$ cat config.mk
export PLATFORM = sky130hd
export DESIGN_NAME = hazard_flush_ctrl_flat
export DESIGN_NICKNAME = d
export VERILOG_FILES = /design/src/rtl/hazard_pkg.sv /design/src/rtl/hazard_flush_ctrl_if.sv /design/src/rtl/hazard_detect.sv /design/src/rtl/hazard_flush_ctrl.sv /design/src/flat_wrapper.sv
export SDC_FILE = /design/constraint.sdc
export NUM_CORES = 1
export LEC_CHECK = 0
export ABC_AREA = 1
export CAP_MARGIN = 20
export CORE_UTILIZATION = 44
export DETAILED_ROUTE_END_ITERATION = 16
export GPL_ROUTABILITY_DRIVEN = 0
export PLACE_DENSITY = 0.77
export SYNTH_ARGS = -nofsm -noshare
export SYNTH_HDL_FRONTEND = slang
export SYNTH_SLANG_ARGS = --single-unit
$ cat constraint.sdc
create_clock -name clk -period 1.54 [get_ports clk]
set_input_delay 0.154 -clock clk [delete_from_list [all_inputs] [get_ports clk]]
set_output_delay 0.154 -clock clk [all_outputs]
set_load 0.02 [all_outputs]
$ cat src/rtl/hazard_pkg.sv
// Shared encodings for the hazard/flush sequencer: next-PC selects, FSM states and
// stall-need levels, plus the register-match helper used by hazard detection.
package hazard_pkg;

    localparam logic [1:0] PCSEL_SEQ = 2'b00;
    localparam logic [1:0] PCSEL_BR  = 2'b01;
    localparam logic [1:0] PCSEL_J   = 2'b10;
    localparam logic [1:0] PCSEL_JR  = 2'b11;

    typedef enum logic {
        StRun   = 1'b0,
        StStall = 1'b1
    } state_e;

    localparam logic [1:0] NEED_NONE = 2'd0;
    localparam logic [1:0] NEED_ONE  = 2'd1;
    localparam logic [1:0] NEED_TWO  = 2'd2;

    // r0 is hardwired zero and never creates a dependency.
    function automatic logic reg_match(input logic [4:0] wreg, input logic [4:0] rs,
                                       input logic [4:0] rt, input logic rt_en);
        return (wreg != 5'd0) && ((wreg == rs) || (rt_en && (wreg == rt)));
    endfunction

endpackage

$ cat src/rtl/hazard_flush_ctrl_if.sv
// Bundle of pipeline-state inputs and sequencing outputs for hazard_flush_ctrl.
// The slave modport is the controller; the master modport drives the pipeline fields.
interface hazard_flush_ctrl_if #(
    parameter int unsigned CNT_W = 16
);
    logic             mem_busy;
    logic [4:0]       id_rs;
    logic [4:0]       id_rt;
    logic             id_uses_rt;
    logic             id_jump;
    logic             id_bne_taken;
    logic             id_jr;
    logic             id_br_use;
    logic             ex_memread;
    logic             ex_regwrite;
    logic [4:0]       ex_wreg;
    logic             mem_memread;
    logic [4:0]       mem_wreg;
    logic             clr_cnt;
    logic             pc_write;
    logic             ifid_write;
    logic             pipe_en;
    logic             if_flush;
    logic             id_flush;
    logic [1:0]       pc_sel;
    logic [CNT_W-1:0] stall_cycles;
    logic [CNT_W-1:0] flush_cnt;

    modport slave (
        input  mem_busy, id_rs, id_rt, id_uses_rt, id_jump, id_bne_taken, id_jr, id_br_use,
        input  ex_memread, ex_regwrite, ex_wreg, mem_memread, mem_wreg, clr_cnt,
        output pc_write, ifid_write, pipe_en, if_flush, id_flush, pc_sel,
        output stall_cycles, flush_cnt
    );

    modport master (
        output mem_busy, id_rs, id_rt, id_uses_rt, id_jump, id_bne_taken, id_jr, id_br_use,
        output ex_memread, ex_regwrite, ex_wreg, mem_memread, mem_wreg, clr_cnt,
        input  pc_write, ifid_write, pipe_en, if_flush, id_flush, pc_sel,
        input  stall_cycles, flush_cnt
    );

endinterface

$ cat src/rtl/hazard_detect.sv
// Combinational stall-need calculation: how many bubbles the ID instruction needs before
// its operands can be forwarded (0, 1 or 2).
module hazard_detect
    import hazard_pkg::*;
(
    input  logic [4:0] id_rs_i,
    input  logic [4:0] id_rt_i,
    input  logic       id_uses_rt_i,
    input  logic       id_br_use_i,
    input  logic       ex_memread_i,
    input  logic       ex_regwrite_i,
    input  logic [4:0] ex_wreg_i,
    input  logic       mem_memread_i,
    input  logic [4:0] mem_wreg_i,
    output logic [1:0] new_need_o
);

    logic rt_en;
    logic ex_match;
    logic mem_match;

    assign rt_en     = id_uses_rt_i | id_br_use_i;
    assign ex_match  = reg_match(ex_wreg_i, id_rs_i, id_rt_i, rt_en);
    assign mem_match = reg_match(mem_wreg_i, id_rs_i, id_rt_i, rt_en);

    always_comb begin
        new_need_o = NEED_NONE;
        if (id_br_use_i && ex_regwrite_i && !ex_memread_i && ex_match) begin
            new_need_o = NEED_ONE;
        end
        if (id_br_use_i && mem_memread_i && mem_match) begin
            new_need_o = NEED_ONE;
        end
        // A branch consuming a load result in ID must wait for it to reach WB.
        if (ex_memread_i && ex_match) begin
            new_need_o = id_br_use_i ? NEED_TWO : NEED_ONE;
        end
    end

endmodule

$ cat src/rtl/hazard_flush_ctrl.sv
// Pipeline sequencer: freeze > stall > redirect > normal, with Mealy control outputs and
// saturating bring-up counters for stall and redirect cycles.
module hazard_flush_ctrl
    import hazard_pkg::*;
#(
    parameter int unsigned CNT_W = 16
) (
    input  logic                clk,
    input  logic                reset,
    hazard_flush_ctrl_if.slave  ctrl_io
);

    state_e           state_q, state_d;
    logic [1:0]       stall_rem_q, stall_rem_d;
    logic [CNT_W-1:0] stall_cnt_q, stall_cnt_d;
    logic [CNT_W-1:0] flush_cnt_q, flush_cnt_d;
    logic [1:0]       new_need;
    logic             stall_ev;
    logic             flush_ev;
    logic             redirect;

    hazard_detect u_detect (
        .id_rs_i       (ctrl_io.id_rs),
        .id_rt_i       (ctrl_io.id_rt),
        .id_uses_rt_i  (ctrl_io.id_uses_rt),
        .id_br_use_i   (ctrl_io.id_br_use),
        .ex_memread_i  (ctrl_io.ex_memread),
        .ex_regwrite_i (ctrl_io.ex_regwrite),
        .ex_wreg_i     (ctrl_io.ex_wreg),
        .mem_memread_i (ctrl_io.mem_memread),
        .mem_wreg_i    (ctrl_io.mem_wreg),
        .new_need_o    (new_need)
    );

    assign redirect = ctrl_io.id_jump | ctrl_io.id_bne_taken | ctrl_io.id_jr;

    always_comb begin
        state_d            = state_q;
        stall_rem_d        = stall_rem_q;
        stall_ev           = 1'b0;
        flush_ev           = 1'b0;
        ctrl_io.pc_write   = 1'b1;
        ctrl_io.ifid_write = 1'b1;
        ctrl_io.pipe_en    = 1'b1;
        ctrl_io.if_flush   = 1'b0;
        ctrl_io.id_flush   = 1'b0;
        ctrl_io.pc_sel     = PCSEL_SEQ;

        if (!reset) begin
            ctrl_io.pc_write   = 1'b0;
            ctrl_io.ifid_write = 1'b0;
            ctrl_io.pipe_en    = 1'b0;
            ctrl_io.if_flush   = 1'b1;
            ctrl_io.id_flush   = 1'b1;
        end else if (ctrl_io.mem_busy) begin
            ctrl_io.pc_write   = 1'b0;
            ctrl_io.ifid_write = 1'b0;
            ctrl_io.pipe_en    = 1'b0;
        end else if ((state_q == StStall) || (new_need != NEED_NONE)) begin
            ctrl_io.pc_write   = 1'b0;
            ctrl_io.ifid_write = 1'b0;
            ctrl_io.id_flush   = 1'b1;
            stall_ev           = 1'b1;
            // Once stalling, the remaining count is authoritative; new_need is ignored.
            if (state_q == StStall) begin
                stall_rem_d = stall_rem_q - 2'd1;
                state_d     = (stall_rem_q == 2'd1) ? StRun : StStall;
            end else begin
                stall_rem_d = new_need - 2'd1;
                state_d     = (new_need > NEED_ONE) ? StStall : StRun;
            end
        end else if (redirect) begin
            ctrl_io.if_flush = 1'b1;
            ctrl_io.id_flush = ctrl_io.id_bne_taken | ctrl_io.id_jr;
            flush_ev         = 1'b1;
            if (ctrl_io.id_jr) begin
                ctrl_io.pc_sel = PCSEL_JR;
            end else if (ctrl_io.id_bne_taken) begin
                ctrl_io.pc_sel = PCSEL_BR;
            end else begin
                ctrl_io.pc_sel = PCSEL_J;
            end
        end
    end

    always_comb begin
        stall_cnt_d = stall_cnt_q;
        flush_cnt_d = flush_cnt_q;
        if (ctrl_io.clr_cnt) begin
            stall_cnt_d = '0;
            flush_cnt_d = '0;
        end else begin
            if (stall_ev && (stall_cnt_q != '1)) begin
                stall_cnt_d = stall_cnt_q + 1'b1;
            end
            if (flush_ev && (flush_cnt_q != '1)) begin
                flush_cnt_d = flush_cnt_q + 1'b1;
            end
        end
    end

    always_ff @(posedge clk or negedge reset) begin
        if (!reset) begin
            state_q     <= StRun;
            stall_rem_q <= 2'd0;
            stall_cnt_q <= '0;
            flush_cnt_q <= '0;
        end else begin
            state_q     <= state_d;
            stall_rem_q <= stall_rem_d;
            stall_cnt_q <= stall_cnt_d;
            flush_cnt_q <= flush_cnt_d;
        end
    end

    assign ctrl_io.stall_cycles = stall_cnt_q;
    assign ctrl_io.flush_cnt    = flush_cnt_q;

endmodule

$ cat src/flat_wrapper.sv
// flat-port wrapper written by rule: the top's interface ports become plain ports
module hazard_flush_ctrl_flat import hazard_pkg::*;
#(
    parameter int unsigned CNT_W = 16
)
  (clk, reset, ctrl_io_mem_busy, ctrl_io_id_rs, ctrl_io_id_rt, ctrl_io_id_uses_rt, ctrl_io_id_jump, ctrl_io_id_bne_taken, ctrl_io_id_jr, ctrl_io_id_br_use, ctrl_io_ex_memread, ctrl_io_ex_regwrite, ctrl_io_ex_wreg, ctrl_io_mem_memread, ctrl_io_mem_wreg, ctrl_io_clr_cnt, ctrl_io_pc_write, ctrl_io_ifid_write, ctrl_io_pipe_en, ctrl_io_if_flush, ctrl_io_id_flush, ctrl_io_pc_sel, ctrl_io_stall_cycles, ctrl_io_flush_cnt);
  hazard_flush_ctrl_if #(.CNT_W(CNT_W)) ctrl_io_i ();
  input  logic clk;
  input  logic reset;
  input wire logic [$bits(ctrl_io_i.mem_busy)-1:0] ctrl_io_mem_busy;
  input wire logic [$bits(ctrl_io_i.id_rs)-1:0] ctrl_io_id_rs;
  input wire logic [$bits(ctrl_io_i.id_rt)-1:0] ctrl_io_id_rt;
  input wire logic [$bits(ctrl_io_i.id_uses_rt)-1:0] ctrl_io_id_uses_rt;
  input wire logic [$bits(ctrl_io_i.id_jump)-1:0] ctrl_io_id_jump;
  input wire logic [$bits(ctrl_io_i.id_bne_taken)-1:0] ctrl_io_id_bne_taken;
  input wire logic [$bits(ctrl_io_i.id_jr)-1:0] ctrl_io_id_jr;
  input wire logic [$bits(ctrl_io_i.id_br_use)-1:0] ctrl_io_id_br_use;
  input wire logic [$bits(ctrl_io_i.ex_memread)-1:0] ctrl_io_ex_memread;
  input wire logic [$bits(ctrl_io_i.ex_regwrite)-1:0] ctrl_io_ex_regwrite;
  input wire logic [$bits(ctrl_io_i.ex_wreg)-1:0] ctrl_io_ex_wreg;
  input wire logic [$bits(ctrl_io_i.mem_memread)-1:0] ctrl_io_mem_memread;
  input wire logic [$bits(ctrl_io_i.mem_wreg)-1:0] ctrl_io_mem_wreg;
  input wire logic [$bits(ctrl_io_i.clr_cnt)-1:0] ctrl_io_clr_cnt;
  output wire logic [$bits(ctrl_io_i.pc_write)-1:0] ctrl_io_pc_write;
  output wire logic [$bits(ctrl_io_i.ifid_write)-1:0] ctrl_io_ifid_write;
  output wire logic [$bits(ctrl_io_i.pipe_en)-1:0] ctrl_io_pipe_en;
  output wire logic [$bits(ctrl_io_i.if_flush)-1:0] ctrl_io_if_flush;
  output wire logic [$bits(ctrl_io_i.id_flush)-1:0] ctrl_io_id_flush;
  output wire logic [$bits(ctrl_io_i.pc_sel)-1:0] ctrl_io_pc_sel;
  output wire logic [$bits(ctrl_io_i.stall_cycles)-1:0] ctrl_io_stall_cycles;
  output wire logic [$bits(ctrl_io_i.flush_cnt)-1:0] ctrl_io_flush_cnt;
  assign ctrl_io_i.mem_busy = ctrl_io_mem_busy;
  assign ctrl_io_i.id_rs = ctrl_io_id_rs;
  assign ctrl_io_i.id_rt = ctrl_io_id_rt;
  assign ctrl_io_i.id_uses_rt = ctrl_io_id_uses_rt;
  assign ctrl_io_i.id_jump = ctrl_io_id_jump;
  assign ctrl_io_i.id_bne_taken = ctrl_io_id_bne_taken;
  assign ctrl_io_i.id_jr = ctrl_io_id_jr;
  assign ctrl_io_i.id_br_use = ctrl_io_id_br_use;
  assign ctrl_io_i.ex_memread = ctrl_io_ex_memread;
  assign ctrl_io_i.ex_regwrite = ctrl_io_ex_regwrite;
  assign ctrl_io_i.ex_wreg = ctrl_io_ex_wreg;
  assign ctrl_io_i.mem_memread = ctrl_io_mem_memread;
  assign ctrl_io_i.mem_wreg = ctrl_io_mem_wreg;
  assign ctrl_io_i.clr_cnt = ctrl_io_clr_cnt;
  assign ctrl_io_pc_write = ctrl_io_i.pc_write;
  assign ctrl_io_ifid_write = ctrl_io_i.ifid_write;
  assign ctrl_io_pipe_en = ctrl_io_i.pipe_en;
  assign ctrl_io_if_flush = ctrl_io_i.if_flush;
  assign ctrl_io_id_flush = ctrl_io_i.id_flush;
  assign ctrl_io_pc_sel = ctrl_io_i.pc_sel;
  assign ctrl_io_stall_cycles = ctrl_io_i.stall_cycles;
  assign ctrl_io_flush_cnt = ctrl_io_i.flush_cnt;
  hazard_flush_ctrl #(.CNT_W(CNT_W)) u_core (.clk(clk), .reset(reset), .ctrl_io(ctrl_io_i));
endmodule
==> results of run 1 <==
## timing repair
item / in CTS / in global routing
buffers inserted: 8 / 7
setup endpoints to repair: 44 / 56
pin swaps: 41 / 27
gates resized for setup: 202 / 78
hold buffers: 0 / 0
## sequential cells by signal, indices dropped and copies added, names as in the netlist
name,flops
u_core.ctrl_io.flush_cnt,16
u_core.ctrl_io.stall_cycles,16
u_core.state_q,1
u_core.stall_rem_q,2
## cell families (layout without fill, tap and decap cells)
group | Yosys count | in the layout | synth area share [%]
buf+inv | 69 | 211 | 10.7
compound gates | 57 | 57 | 12.8
simple gates | 198 | 198 | 35.9
fa+ha+maj | 4 | 4 | 1.97
xor+xnor | 12 | 12 | 4.14
flops | 35 | 35 | 34.5
## worst max path at each step
stage / startpoint / to / slack [ns] / cells after the start
floorplan: ctrl_io_id_rs[3] / u_core.ctrl_io.flush_cnt[5]$_DFFE_PN0P_ / -0.39 / 18
global placement: ctrl_io_ex_wreg[3] / ctrl_io_if_flush / -1.25 / 15
detailed placement: ctrl_io_ex_wreg[3] / ctrl_io_if_flush / -1.33 / 15
CTS: ctrl_io_ex_wreg[1] / u_core.ctrl_io.stall_cycles[12]$_DFFE_PN0P_ / -0.33 / 19
global route: u_core.ctrl_io.flush_cnt[2]$_DFFE_PN0P_ / u_core.ctrl_io.flush_cnt[11]$_DFFE_PN0P_ / -0.58 / 8
finish: ctrl_io_ex_wreg[0] / ctrl_io_pc_sel[0] / -0.41 / 16
## worst register-to-register path, delay by kind of cell, from the launching register on
| family | cells | cell delay, ns |
|---|---|---|
| buf+inv | 1 | 0.18 |
| simple gates | 6 | 1.20 |
| compound gates | 1 | 0.07 |
| flops | 1 | 0.39 |
## synthesized netlist by cell type, drive strengths merged
cell type / instances
nand3: 23
dfrtp: 35
a21oi: 17
xnor2: 3
o21ai: 26
o31ai: 6
nor4: 2
or2: 1
nor2: 51
nor3: 11
nand4: 12
ha: 4
clkbuf: 3
o21a: 6
a22oi: 1
buf: 2
o211ai: 1
xor2: 9
nand2: 98
inv: 64
## cell type report
type,count,area (um2)
Sequential cell,35,878
Timing Repair Buffer,139,1290
Inverter,64,298
Fill cell,352,1100
Multi-Input combinational cell,271,1780
Tap cell,72,90.1
Clock buffer,8,100
## routing by layer
layer,vias up,GRT usage (%),share of wire (%)
met1,1509,37.5,39
met4,0,6.48,2.0
met5,-,0,0
met2,201,55.8,52
li1,1491,-,-
met3,26,3.88,6.9
## power by group through the flow
stage	Sequential (mW)	Combinational, mW	Clock [mW]
after global placement	0.981	0.485	0
after CTS	0.965	0.548	0.756
after detailed placement	0.983	0.499	0
after global routing	0.969	0.667	0.788
final	0.968	0.622	0.758
after floorplan	0.985	0.231	0
==> out/qor.yml, run 1 <==
outcome:
  status: "finished with violations"
  violations: "negative setup slack"
final_layout:
  syn_to_final_growth_pct: 74.7
  antenna_cells: 0
  nets: 552
  drive_gt1_share_pct: 40.2
  layout_commonest_cell: "nand2_1"
  stdcell_area_um2: 4440
  fin_util_pct: 80.1
  fin_cells: 589
  layout_common_cells: "68 x nand2_1, 60 x buf_4, 43 x inv_1"
timing:
  period_share_pct: 126
  max-slew-margin-rel_pct: 69.7
  fin_skew_ns: 0.00643
  setup_viol: 41
  final_max_slew_viol_count: 0
  setup_slack_ns: -0.406
  finalCriticalPeriod_ns: 1.95
  worst_pin_slew_ns: 0.454
  hold_viol: 0
  holdWs_ns: 0.0683
  setup-tns-final_ns: -12.25
  rsz0062_at_grt: "true"
  max_freq_ghz: 0.514
die:
  design.die.area_um2: 6080
  fp.dieW_um: 78.0
  coreArea_um2: 5540
  die_h_um: 78.0
  rows: 27
  initial_utilization_pct: 45.8
  pin_count: 71
detailed_routing:
  vias: 3227
  drt_iter0_markers: 261
  dr.pass1.iters: 5
  drc: 0
  postRouteAntennaNets: 0
  viasPerCell: 5.48
  routedWlPerCell_um: 16.1
  wirelength_um: 9460
logic_synthesis:
  synthCells: 375
  yosys-top-cells-area: "dfrtp_1 34%, nand2_1 14%, inv_1 8.7%, nor2_1 6.7%, o21ai_0 4.9%"
  synth_seq_cells: 35
  synth.largest_area_cell: "dfrtp_1"
  synth.distinct_cells: 32
  syn_area_um2: 2540
  synth_nets: 411
  ys_warn_count: 0
  ys_seq_area_share_pct: 34.5
  yosys.area.top_type_share_pct: 34.5
  syn_area_per_cell_um2: 6.77
power:
  finalPower_mw: 2.35
  p_leak_nw: 2.42
  ir_drop_uv: 583
  seq_power_share_pct: 41.2
  p_comb_share_pct: 26.5
  swShare_pct: 30.1
  p_clk_share_pct: 32.3
  p_int_mw: 1.64
  p_sw_mw: 0.706
  p_per_area_nw_per_um2: 529
cts:
  htreeDepth: 2
  cts_sinks: 35
  cts_tree: "done"
  cts_made_buffers: 5
  cts_buffer_depth: 2
  insertion_delay_ns: 0.28
  path_clk_slew_ns: 0.08
  cts_root_buf: "clkbuf_8"
grt:
  grt_antenna_before_repair: 0
  grt_max_degree: 36
  overflow: 0
  grt_pass1_vias: 3128
  grt_pass1_wl_um: 14600
  track_usage_pct: 30.2
placement:
  dp.cells: 569
  port_buffers: 70
  dp_hpwl_um: 5870
  placedInstanceArea_um2: 3840
  pre_cts_slack_ns: -1.33
setup_path:
  path_cells: "buf_12 -> nand2_4 -> nand2_2 -> nor2_2 -> nand3_1 -> nand2_1 -> nand4_1 -> nand2_2 -> ha_4 -> inv_4 -> nor2_4 -> nand2_4 -> buf_4 -> buf_6 -> nor2_4 -> buf_6"
  cpPeakStageDelay_ns: 0.15
  path_max_fanout: 3
  r2r_cells: 8
  r2r-end: "u_core.ctrl_io.flush_cnt[11]$_DFFE_PN0P_"
  crit_type: "in2out"
  path_delay_family: "simple AND/OR/NAND/NOR gates"
  r2r-start: "u_core.ctrl_io.flush_cnt[2]$_DFFE_PN0P_"
  crit_buf_inv: 5
  start_kind: "input port"
  cp.arrival_ns: 1.79
  endpoint_kind: "output pin"
  required_ns: 1.39
  crit_slowest_cell: "ha_4"
  r2r_slack_ns: -0.37
min_path:
  hold_class: "in2async"
job:
  max_cap_viol_count: 0
Note: power is estimated with default switching activity, not from simulation.
==> run 2, diff against run 1 <==
--- a/config.mk
+++ b/config.mk
@@ -6,7 +6,7 @@
 export NUM_CORES = 1
 export LEC_CHECK = 0
 export ABC_AREA = 1
-export CAP_MARGIN = 20
+export CAP_MARGIN = 40
 export CORE_UTILIZATION = 44
 export DETAILED_ROUTE_END_ITERATION = 16
 export GPL_ROUTABILITY_DRIVEN = 0
==> results of run 2 <==
No change in the layout: final DEF, timing and power equal those of run 1.
